==> src/rtl/debug_frame_pkg.sv <==
// Shared types and constants for the debug frame transmitter.
// DEBUG_FRAME_CHECKSUM_EN selects the 9-byte frame (checksum appended).
package debug_frame_pkg;

  typedef enum logic [1:0] {
    IDLE  = 2'd0,
    START = 2'd1,
    DATA  = 2'd2,
    STOP  = 2'd3
  } txState_t;

  localparam logic [7:0]  DEFAULT_SYNC_BYTE = 8'hA5;
  localparam int unsigned FRAME_LEN_PLAIN   = 8;
  localparam int unsigned FRAME_LEN_CHK     = 9;
  localparam int unsigned NUM_PORTS         = 7;
  localparam int unsigned BAUD_W            = 16;
  localparam int unsigned BYTE_IDX_W        = 4;

endpackage

==> src/rtl/uart_tx_byte.sv <==
// UART 8N1 byte serializer; accepts a byte from IDLE or at the end of a stop
// bit, so consecutive bytes of a frame go out with no gap.
module uart_tx_byte
  import debug_frame_pkg::*;
#(
  parameter int unsigned CLKS_PER_BIT = 434
) (
  input  logic       clk,
  input  logic       nreset,
  input  logic       byteValid,
  input  logic [7:0] byteData,
  output logic       ready,
  output logic       byteDone_c,
  output logic       tx
);

  localparam logic [BAUD_W-1:0] BAUD_LAST = BAUD_W'(CLKS_PER_BIT - 1);

  txState_t          state;
  logic [BAUD_W-1:0] baudCnt;
  logic [2:0]        bitIdx;
  logic [7:0]        shiftReg;
  logic              bitEnd_c;

  assign bitEnd_c   = (baudCnt == BAUD_LAST);
  assign byteDone_c = (state == STOP) && bitEnd_c;

  // Bit sequencer: tx always holds the level of the bit period now running.
  always_ff @(posedge clk or posedge nreset) begin
    if (nreset) begin
      state    <= IDLE;
      baudCnt  <= '0;
      bitIdx   <= '0;
      shiftReg <= '0;
      tx       <= 1'b1;
      ready    <= 1'b1;
    end else begin
      case (state)
        IDLE: begin
          if (byteValid) begin
            shiftReg <= byteData;
            baudCnt  <= '0;
            bitIdx   <= '0;
            tx       <= 1'b0;
            ready    <= 1'b0;
            state    <= START;
          end
        end
        START: begin
          if (bitEnd_c) begin
            baudCnt <= '0;
            tx      <= shiftReg[0];
            state   <= DATA;
          end else begin
            baudCnt <= baudCnt + BAUD_W'(1);
          end
        end
        DATA: begin
          if (bitEnd_c) begin
            baudCnt <= '0;
            if (bitIdx == 3'd7) begin
              tx    <= 1'b1;
              state <= STOP;
            end else begin
              bitIdx <= bitIdx + 3'd1;
              tx     <= shiftReg[bitIdx + 3'd1];
            end
          end else begin
            baudCnt <= baudCnt + BAUD_W'(1);
          end
        end
        STOP: begin
          if (bitEnd_c) begin
            baudCnt <= '0;
            bitIdx  <= '0;
            if (byteValid) begin
              shiftReg <= byteData;
              tx       <= 1'b0;
              state    <= START;
            end else begin
              tx    <= 1'b1;
              ready <= 1'b1;
              state <= IDLE;
            end
          end else begin
            baudCnt <= baudCnt + BAUD_W'(1);
          end
        end
        default: begin
          tx    <= 1'b1;
          ready <= 1'b1;
          state <= IDLE;
        end
      endcase
    end
  end

endmodule

==> src/rtl/debug_frame_tx.sv <==
// Debug-port frame transmitter: snapshots seven CPU debug bytes on trigger and
// sends SYNC + ports (+ XOR checksum when DEBUG_FRAME_CHECKSUM_EN) over UART.
module debug_frame_tx
  import debug_frame_pkg::*;
#(
  parameter int unsigned CLKS_PER_BIT = 434,
  parameter logic [7:0]  SYNC_BYTE    = DEFAULT_SYNC_BYTE
) (
  input  logic       clk,
  input  logic       nreset,
  input  logic [7:0] debug_port1,
  input  logic [7:0] debug_port2,
  input  logic [7:0] debug_port3,
  input  logic [7:0] debug_port4,
  input  logic [7:0] debug_port5,
  input  logic [7:0] debug_port6,
  input  logic [7:0] debug_port7,
  input  logic       trigger,
  output logic       tx,
  output logic       busy,
  output logic       dropped
);

`ifdef DEBUG_FRAME_CHECKSUM_EN
  localparam int unsigned FRAME_LEN = FRAME_LEN_CHK;
`else
  localparam int unsigned FRAME_LEN = FRAME_LEN_PLAIN;
`endif
  localparam logic [BYTE_IDX_W-1:0] LAST_IDX = BYTE_IDX_W'(FRAME_LEN - 1);

  logic [NUM_PORTS-1:0][7:0] snap;
  logic [BYTE_IDX_W-1:0]     byteIdx;
  logic [BYTE_IDX_W-1:0]     nextIdx_c;
  logic [7:0]                nextByte_c;
  logic [7:0]                byteData_c;
  logic                      accept_c;
  logic                      byteValid_c;
  logic                      ready;
  logic                      byteDone_c;
`ifdef DEBUG_FRAME_CHECKSUM_EN
  logic [7:0]                checksum;
`endif

  assign accept_c = trigger && !busy;

  // Byte mux: SYNC goes out straight from the accept; later bytes come from the snapshot.
  always_comb begin
    nextIdx_c  = byteIdx + BYTE_IDX_W'(1);
    nextByte_c = 8'h00;
    if (nextIdx_c >= BYTE_IDX_W'(1) && nextIdx_c <= BYTE_IDX_W'(NUM_PORTS)) begin
      nextByte_c = snap[3'(nextIdx_c - BYTE_IDX_W'(1))];
    end
`ifdef DEBUG_FRAME_CHECKSUM_EN
    else if (nextIdx_c == BYTE_IDX_W'(FRAME_LEN_CHK - 1)) begin
      nextByte_c = checksum;
    end
`endif
    byteValid_c = accept_c ? ready : (busy && (byteIdx != LAST_IDX));
    byteData_c  = accept_c ? SYNC_BYTE : nextByte_c;
  end

  // Frame sequencer: snapshot, byte index, busy and the drop indicator.
  always_ff @(posedge clk or posedge nreset) begin
    if (nreset) begin
      snap    <= '0;
      byteIdx <= '0;
      busy    <= 1'b0;
      dropped <= 1'b0;
`ifdef DEBUG_FRAME_CHECKSUM_EN
      checksum <= '0;
`endif
    end else begin
      dropped <= trigger && busy;
      if (accept_c) begin
        snap    <= {debug_port7, debug_port6, debug_port5, debug_port4,
                    debug_port3, debug_port2, debug_port1};
        byteIdx <= '0;
        busy    <= 1'b1;
`ifdef DEBUG_FRAME_CHECKSUM_EN
        checksum <= debug_port1 ^ debug_port2 ^ debug_port3 ^ debug_port4 ^
                    debug_port5 ^ debug_port6 ^ debug_port7;
`endif
      end else if (busy && byteDone_c) begin
        if (byteIdx == LAST_IDX) begin
          busy <= 1'b0;
        end else begin
          byteIdx <= byteIdx + BYTE_IDX_W'(1);
        end
      end
    end
  end

  uart_tx_byte #(
    .CLKS_PER_BIT(CLKS_PER_BIT)
  ) uTxByte (
    .clk       (clk),
    .nreset    (nreset),
    .byteValid (byteValid_c),
    .byteData  (byteData_c),
    .ready     (ready),
    .byteDone_c(byteDone_c),
    .tx        (tx)
  );

endmodule

==> config.mk <==
export PLATFORM = sky130hd
export DESIGN_NAME = debug_frame_tx
export DESIGN_NICKNAME = d
export VERILOG_FILES = /design/src/rtl/debug_frame_pkg.sv /design/src/rtl/uart_tx_byte.sv /design/src/rtl/debug_frame_tx.sv
export SDC_FILE = /design/constraint.sdc
export NUM_CORES = 1
export LEC_CHECK = 0
export CORE_MARGIN = 2
export CORE_UTILIZATION = 50
export DETAILED_ROUTE_END_ITERATION = 8
export GPL_TIMING_DRIVEN = 0
export PLACE_DENSITY = 0.86
export SLEW_MARGIN = 5
export SYNTH_ARGS = -nofsm -noshare
export SYNTH_HDL_FRONTEND = slang
export SYNTH_SLANG_ARGS = --single-unit
==> constraint.sdc <==
create_clock -name clk -period 3 [get_ports clk]
set_clock_uncertainty 0.2 [all_clocks]
set_input_delay 0.45 -clock clk [delete_from_list [all_inputs] [get_ports clk]]
set_output_delay 0.45 -clock clk [all_outputs]
set_load 0.01 [all_outputs]
**After elaboration in Yosys (flattened, before gate mapping)**

Index checks and enable logic that the tools add are counted.

- $add $sub $neg: 4
- $mul: 0
- Div/mod/pow operators: 0
- $lt $le $gt $ge: 4
- Equal/unequal tests: 15
- Shift operators: 0
- Mux-type cells: 41
- Bitwise gates (word level): 0
- Reductions and logical operators: 20

Operator list:

| kind | count |
|---|---|
| $mux 8 | 5 |
| $mux 16 | 2 |
| $pmux 16 s2 | 1 |
| $bmux 8 s3 | 1 |
| $add 16x1->16 const B | 1 |
| $eq 16x9->1 const B | 1 |
| $pmux 8 s2 | 1 |
| $mux 1 | 14 |
| $mux 3 | 4 |
| $mux 4 | 3 |
| $mux 2 | 5 |
| $reduce_and 5->1 | 2 |
| $pmux 3 s3 | 1 |
| $lt 3x4->1 const B | 2 |
| $ne 2x1->1 const B | 4 |
| $ne 2x2->1 const B | 4 |
| $pmux 2 s4 | 1 |
| $reduce_and 4->1 | 2 |
| $logic_and 1x1->1 | 6 |
| $reduce_and 2->1 | 3 |
| $reduce_bool 2->1 | 3 |
| $add 4x1->4 const B | 1 |
| $eq 2x2->1 const B | 2 |
| $eq 4x3->1 const B | 1 |
| 14 further kinds | 14 |

- Flip-flop bits (word level): 93
- Bits in latches: 0
- Memory bits (writable): 0
- Memory bits (read-only): 0
- Bits of input ports: 59
- Output and inout port bits: 3
- Memories kept: 0

**Longest topological paths before layout**

Gate-level depths: netlist of run 1.

- Depth in word-level cells: 9
- Depth in mapped cells: 10

**By module**

A second synthesis of run 1 with hierarchy kept.

- Cell total of the unflattened synthesis: 493
- Area, all modules: 4,773.3 µm²

By module, submodules not included:

| module | instances | cells each | area an instance (µm²) | seq. area each (µm²) |
|---|---|---|---|---|
| debug_frame_tx | 1 | 322 | 2,946.6 | 1,551.5 |
| uart_tx_byte | 1 | 171 | 1,826.8 | 778.2 |

**Least setup slack after synthesis of run 1**

No wires, ideal clock.

- Path type: register -> register
- Start point: register byteIdx[0]
- End point: register uTxByte.shiftReg[6]
- Data arrival time: 2.715 ns
- Required time: 2.679 ns
- Slack: -0.035 ns
- Cell stages (with the launch flop): 10
- Path buffers: 4
- Cell sequence: dfrtp_1 clkbuf_1 buf_1 inv_1 ha_1 clkbuf_1 clkbuf_1 mux4_2 o21ai_0 o21ai_1

- Word-level cells in the longest chain between the ends: 9
- Elaborated cells between the ends (all ways): 15

RTL lines:

| item | RTL line | text |
|---|---|---|
| start, declared | debug_frame_tx.sv:32 | `logic [BYTE_IDX_W-1:0] byteIdx;` |
| start signal, assigned | debug_frame_tx.sv:87 | `byteIdx <= byteIdx + BYTE_IDX_W'(1);` |
| $add 4x1->4 | debug_frame_tx.sv:48 | `nextIdx_c = byteIdx + BYTE_IDX_W'(1);` |
| $sub 3x1->3 | debug_frame_tx.sv:51 | `nextByte_c = snap[3'(nextIdx_c - BYTE_IDX_W'(1))];` |
| $bmux 8 s3 | debug_frame_tx.sv:51 |  |
| $mux 8 (implied by the code) | debug_frame_tx.sv:51 |  |
| $mux 8 | debug_frame_tx.sv:50 | `if (nextIdx_c >= BYTE_IDX_W'(1) && nextIdx_c <= BYTE_IDX_W'(NUM_PORTS)) begin` |
| $mux 8 | debug_frame_tx.sv:59 | `byteData_c = accept_c ? SYNC_BYTE : nextByte_c;` |
| $mux 8 (*) | uart_tx_byte.sv:40, uart_tx_byte.sv:76 |  |
| $mux 8 | uart_tx_byte.sv:73 | `if (bitEnd_c) begin` |
| $pmux 8 s2 (*) | uart_tx_byte.sv:38 | `case (state)` |
| end signal, assigned | uart_tx_byte.sv:41 | `shiftReg <= byteData;` |
| end signal, assigned | uart_tx_byte.sv:77 | `shiftReg <= byteData;` |
| end, declared | uart_tx_byte.sv:22 | `logic [7:0] shiftReg;` |

Mark *: on every way between the ends. The rest lies on a longest branch, timed or not. The select of a mux whose other input is x is not followed.
A chain may end at the register's enable or synchronous reset.

**Worst setup path in the final report of run 1**

- Start point: register uTxByte.baudCnt[1]
- End point: register uTxByte.baudCnt[14]

- Word-level cells in the longest chain between the ends: 3
- Elaborated cells between the ends (all ways): 4

RTL lines:

| item | RTL line | text |
|---|---|---|
| start, declared | uart_tx_byte.sv:20 | `logic [BAUD_W-1:0] baudCnt;` |
| start signal, assigned | uart_tx_byte.sv:55 | `baudCnt <= baudCnt + BAUD_W'(1);` |
| start signal, assigned | uart_tx_byte.sv:69 | `baudCnt <= baudCnt + BAUD_W'(1);` |
| start signal, assigned | uart_tx_byte.sv:86 | `baudCnt <= baudCnt + BAUD_W'(1);` |
| $add 16x1->16 / $eq 16x9->1 (equally long branches) | n/a |  |
| $mux 16 (*) | uart_tx_byte.sv:50, uart_tx_byte.sv:59, uart_tx_byte.sv:73 |  |
| $pmux 16 s2 (*) | uart_tx_byte.sv:38 |  |

Mark *: on every way between the ends. The rest lies on a longest branch, timed or not.

==> impl_results.md, run 1 <==
* Kind of critical path: reg2reg
* Int Pwr at 1860 uW
* CTS H-tree lvls at 3
* Avg Inst Size Synth at 12.1 um2
* Critical R2R Launch: uTxByte.baudCnt[1]
* Vias in the first global route at 3512
* Cell Area, Synth at 0.00461 mm2
* Crit-path slowest cell: o41ai_1
* Critical path startpoint category: flip-flop
* Die Ht at 100 um
* Iteration-0 DRC Markers at 126
* Initial antenna violation count at 0
* CP delay by family, top: compound AO/OA/AOI/OAI gates
* Hold Startpoint: uTxByte.baudCnt[15]
* Xor and xnor area share after synthesis at 1.71%
* DP Wirelength at 7.17 mm
* Placer Congestion at 0.847
* FILL cells at 725
* RSZ-0062 raised after global routing: no
* Total number of vias at 3371
* Crit path time final at 2.88 ns
* Worst Path Required at 3.05 ns
* Crit path launch: uTxByte.baudCnt[1]
* N_diodes at 0
* Fin area at approximately 0.0056 mm2
* Starting Density at 50.6%
* Area growth from synthesis to layout at 22.1%
* Max-cap violation count at 0
* Synth unique cells at 49
* Worst EP arrival at a little under 3 ns
* Most used cell, CP: o21ai_0
* Reg clk slew, reported paths at 0.10 ns
* Net Switching at between 600 and 700 uW
* Setup_tns at 0 ns
* Detailed Route WL at 9.91 mm
* Period utilisation layout at 96.1%
* Peak supply drop at about 0.32 mV
* Ports at between 60 and 70
* CP bufs+invs at 2
* Synth Area in Simple Gates at 9.90%
* WL per Instance at around 17 um
* TritonCTS clock tree: built
* Top FF cell, synth: dfrtp_1
* Crit-path max FO at 10
* Final Setup Violations at 0
* Hold WS at roughly 0.29 ns
* CP Cell Sequence: inv_1 -> ha_1 -> or4b_4 -> o41ai_1 -> clkbuf_1 -> a31oi_1 -> o21ai_0 -> o21ai_0
* Yosys warns at 0
* Setup WS pre-CTS at -0.718 ns
* Worst-margin pin slew at around 0.8 ns
* Compound-gate portion of the synthesized area at 10.9%
* Nets at 528
* IO buf count at 61
* First-pass GRT wire length at 16.7 mm
* Hold WC Path Type: reg2reg
* Status: finished, final reports clean
* Syn Inst Count at about 380
* R2r setup slk at approximately 0.12 ns
* Largest net degree at the start of global routing at 36
* Max stage delay on crit path at 0.62 ns
* Final std cells w/o fill at 572
* Power per Cell Area at 453 mW/mm2
* Leak Pwr at 0.00239 uW
* Die Span X at 100 um
* Post-synth EDFFs at 0
* Share of cells above drive strength 1 at 23.6%
* Worst-skew pair later-pin latency at roughly 0.37 ns
* Clock sinks at 93
* DRC Markers at 0
* Multi-input gate area at 0.00221 mm2
* First-pass iteration count of the detailed router at 4
* Register Area at 0.00233 mm2
* Die area at 0.0100 mm2
* Post-CTS Hold Buffers at 0
* Fmax at approximately 350 MHz
* Placement-stage cell area at 0.00541 mm2
* Share of flip-flops with an asynchronous set or reset at between 90% and 100%
* Clk root buf: clkbuf_8
* Setup bufs post-CTS at 0
* CTS Buf Count at 9
* Via-per-instance ratio at 5.89
* Slew headroom at 45.5%
* Maximum buffer depth of the clock tree at 2
* Dpl cells at roughly 560
* Final worst slack at 0.116 ns
* Combinational power share at ~14%
* Yosys reg bits at 93
* Clock share of power at about 32%
* Area share of fa/ha/maj cells after synthesis at ~3.5%
* Largest family of logic cells by synthesized area: multiplexers
* Grt total ovfl at 0
* Post-synthesis mux area share at 21.4%
* Synth Net Count at between 400 and 500
* Sequential element share of the synthesized area at 50.5%
* Routed Antenna Nets at 0
* Switching share of power at 26.9%
* GRT Resource Usage Total at 21.1%
* Power share of the sequential group at roughly 54%
* Fin. max-slew vios at 0
* Core area at 0.00911 mm2
* # rows at 35
* Final Hold Fails at 0
* Endpoint class of the critical path: flip-flop
[registers in the layout, summed over array words and instances (netlist names)]
register / flops
byteIdx: 4
uTxByte.bitIdx: 3
snap: 56
busy: 1
uTxByte.ready: 1
uTxByte.shiftReg: 8
uTxByte.tx: 1
uTxByte.baudCnt: 16
uTxByte.state: 2
dropped: 1
[layout by cell type, fill, tap and decap left out, types with 3 or more instances in the layout]
master            n
o22a_1            5
mux2i_1           3
mux4_2           10
nor3_1            6
mux2_2           65
ha_1             13
a21oi_1           9
clkinvlp_4        3
clkbuf_1         11
clkdlybuf4s50_1  61
a21o_1            3
nor2_1           21
and3_1            3
inv_1             8
nand4_1           6
xor2_1            7
dfrtp_1          91
nand2_1          23
a22oi_1           8
o31ai_1           6
nand2b_1          3
clkbuf_8          9
a211oi_1          4
a31oi_1           3
o21ai_1           3
o21ai_0          21
nand3_1           9
[final timing paths]
kind / to / cells after the start
max: uTxByte.baudCnt[14] / 8
min: uTxByte.baudCnt[15] / 1
max reg2reg: uTxByte.baudCnt[14] / 8
min reg2reg: uTxByte.baudCnt[15] / 1
max in group asynchronous: uTxByte.ready / 3
min in group asynchronous: snap[42] / 2
[power by group through the flow]
stage          Clock [uW]  Combinational [uW]  Sequential (uW)
2_1_floorplan           0                 218             1390
3_3_place_gp            0                 338             1400
3_5_place_dp            0                 352             1400
4_1_cts               820                 358             1380
5_1_grt               868                 391             1390
6_report              815                 358             1380
[routing by layer]
layer | wire, um | global-route usage, % | part of all wire [%]
met1 | 4200 | 26.5 | 42
met2 | 5160 | 37.0 | 52
met3 | 372 | 3.62 | 3.8
met4 | 175 | 7.27 | 1.8
met5 | 0 | 0 | 0
[kinds of logic (layout without fill, tap and decap cells)]
kind of cell / count (synthesis) / in the layout
AOI/OAI and AO/OA: 76 / 76
xor gates and xnor gates: 9 / 9
adders and majority gates: 13 / 13
buffers and inverters: 25 / 104
DFF: 93 / 93
muxes: 78 / 78
and+or+nand+nor: 88 / 88
[final cells by class]
class,instances,area share [%]
flip-flops and latches,93,41.4
multi-input cells,264,39.2
repair buffers,63,11.6
well taps,111,2.47
clock buffers,9,2.20
plain buffers,16,1.29
clock inverters,7,1.22
inverters,9,0.667
[Yosys cell counts, drive strengths merged, types with 4 or more instances]
library cell	instances	area [um2]
xor2	7	61.3
nand4	6	37.5
clkbuf	14	52.6
nand3	9	45.0
o22a	5	43.8
a21oi	9	45.0
o31ai	6	45.0
ha	13	163
dfrtp	91	2280
nor3	6	30.0
a211oi	4	30.0
nand2	23	86.3
a22oi	8	60.1
o21ai	24	120
mux2	65	732
inv	9	33.8
nor2	22	82.6
mux4	10	225
[worst register-to-register path: cells and delay by family, from the launching register on]
| family | cells | cell delay [ns] |
|---|---|---|
| DFF | 1 | 0.41 |
| buffers and inverters | 2 | 0.50 |
| adders and majority gates | 1 | 0.13 |
| and+or+nand+nor | 1 | 0.49 |
| AOI/OAI and AO/OA | 4 | 1.03 |
[stage by stage]
stage	total power, uW	utilization, %
global route	2650	61.8
floorplan	1600	-
detailed placement	1750	59.4
finish	2550	61.8
global placement	1730	58.9
CTS	2560	61.6
[timing repair]
action / in CTS / in global routing
gates resized for setup: 5 / 7
cloned: 0 / 0
pin swaps: 0 / 0
hold endpoints to repair: 0 / 0
endpoints found under the setup margin: 9 / 13
(Power assumes the default switching activity.)
==> inputs of run 2 (changes only) <==
CAP_MARGIN = 10   (was not set)
==> results of run 2 <==
The final DEF is identical to that of run 1; final timing and power are the same.
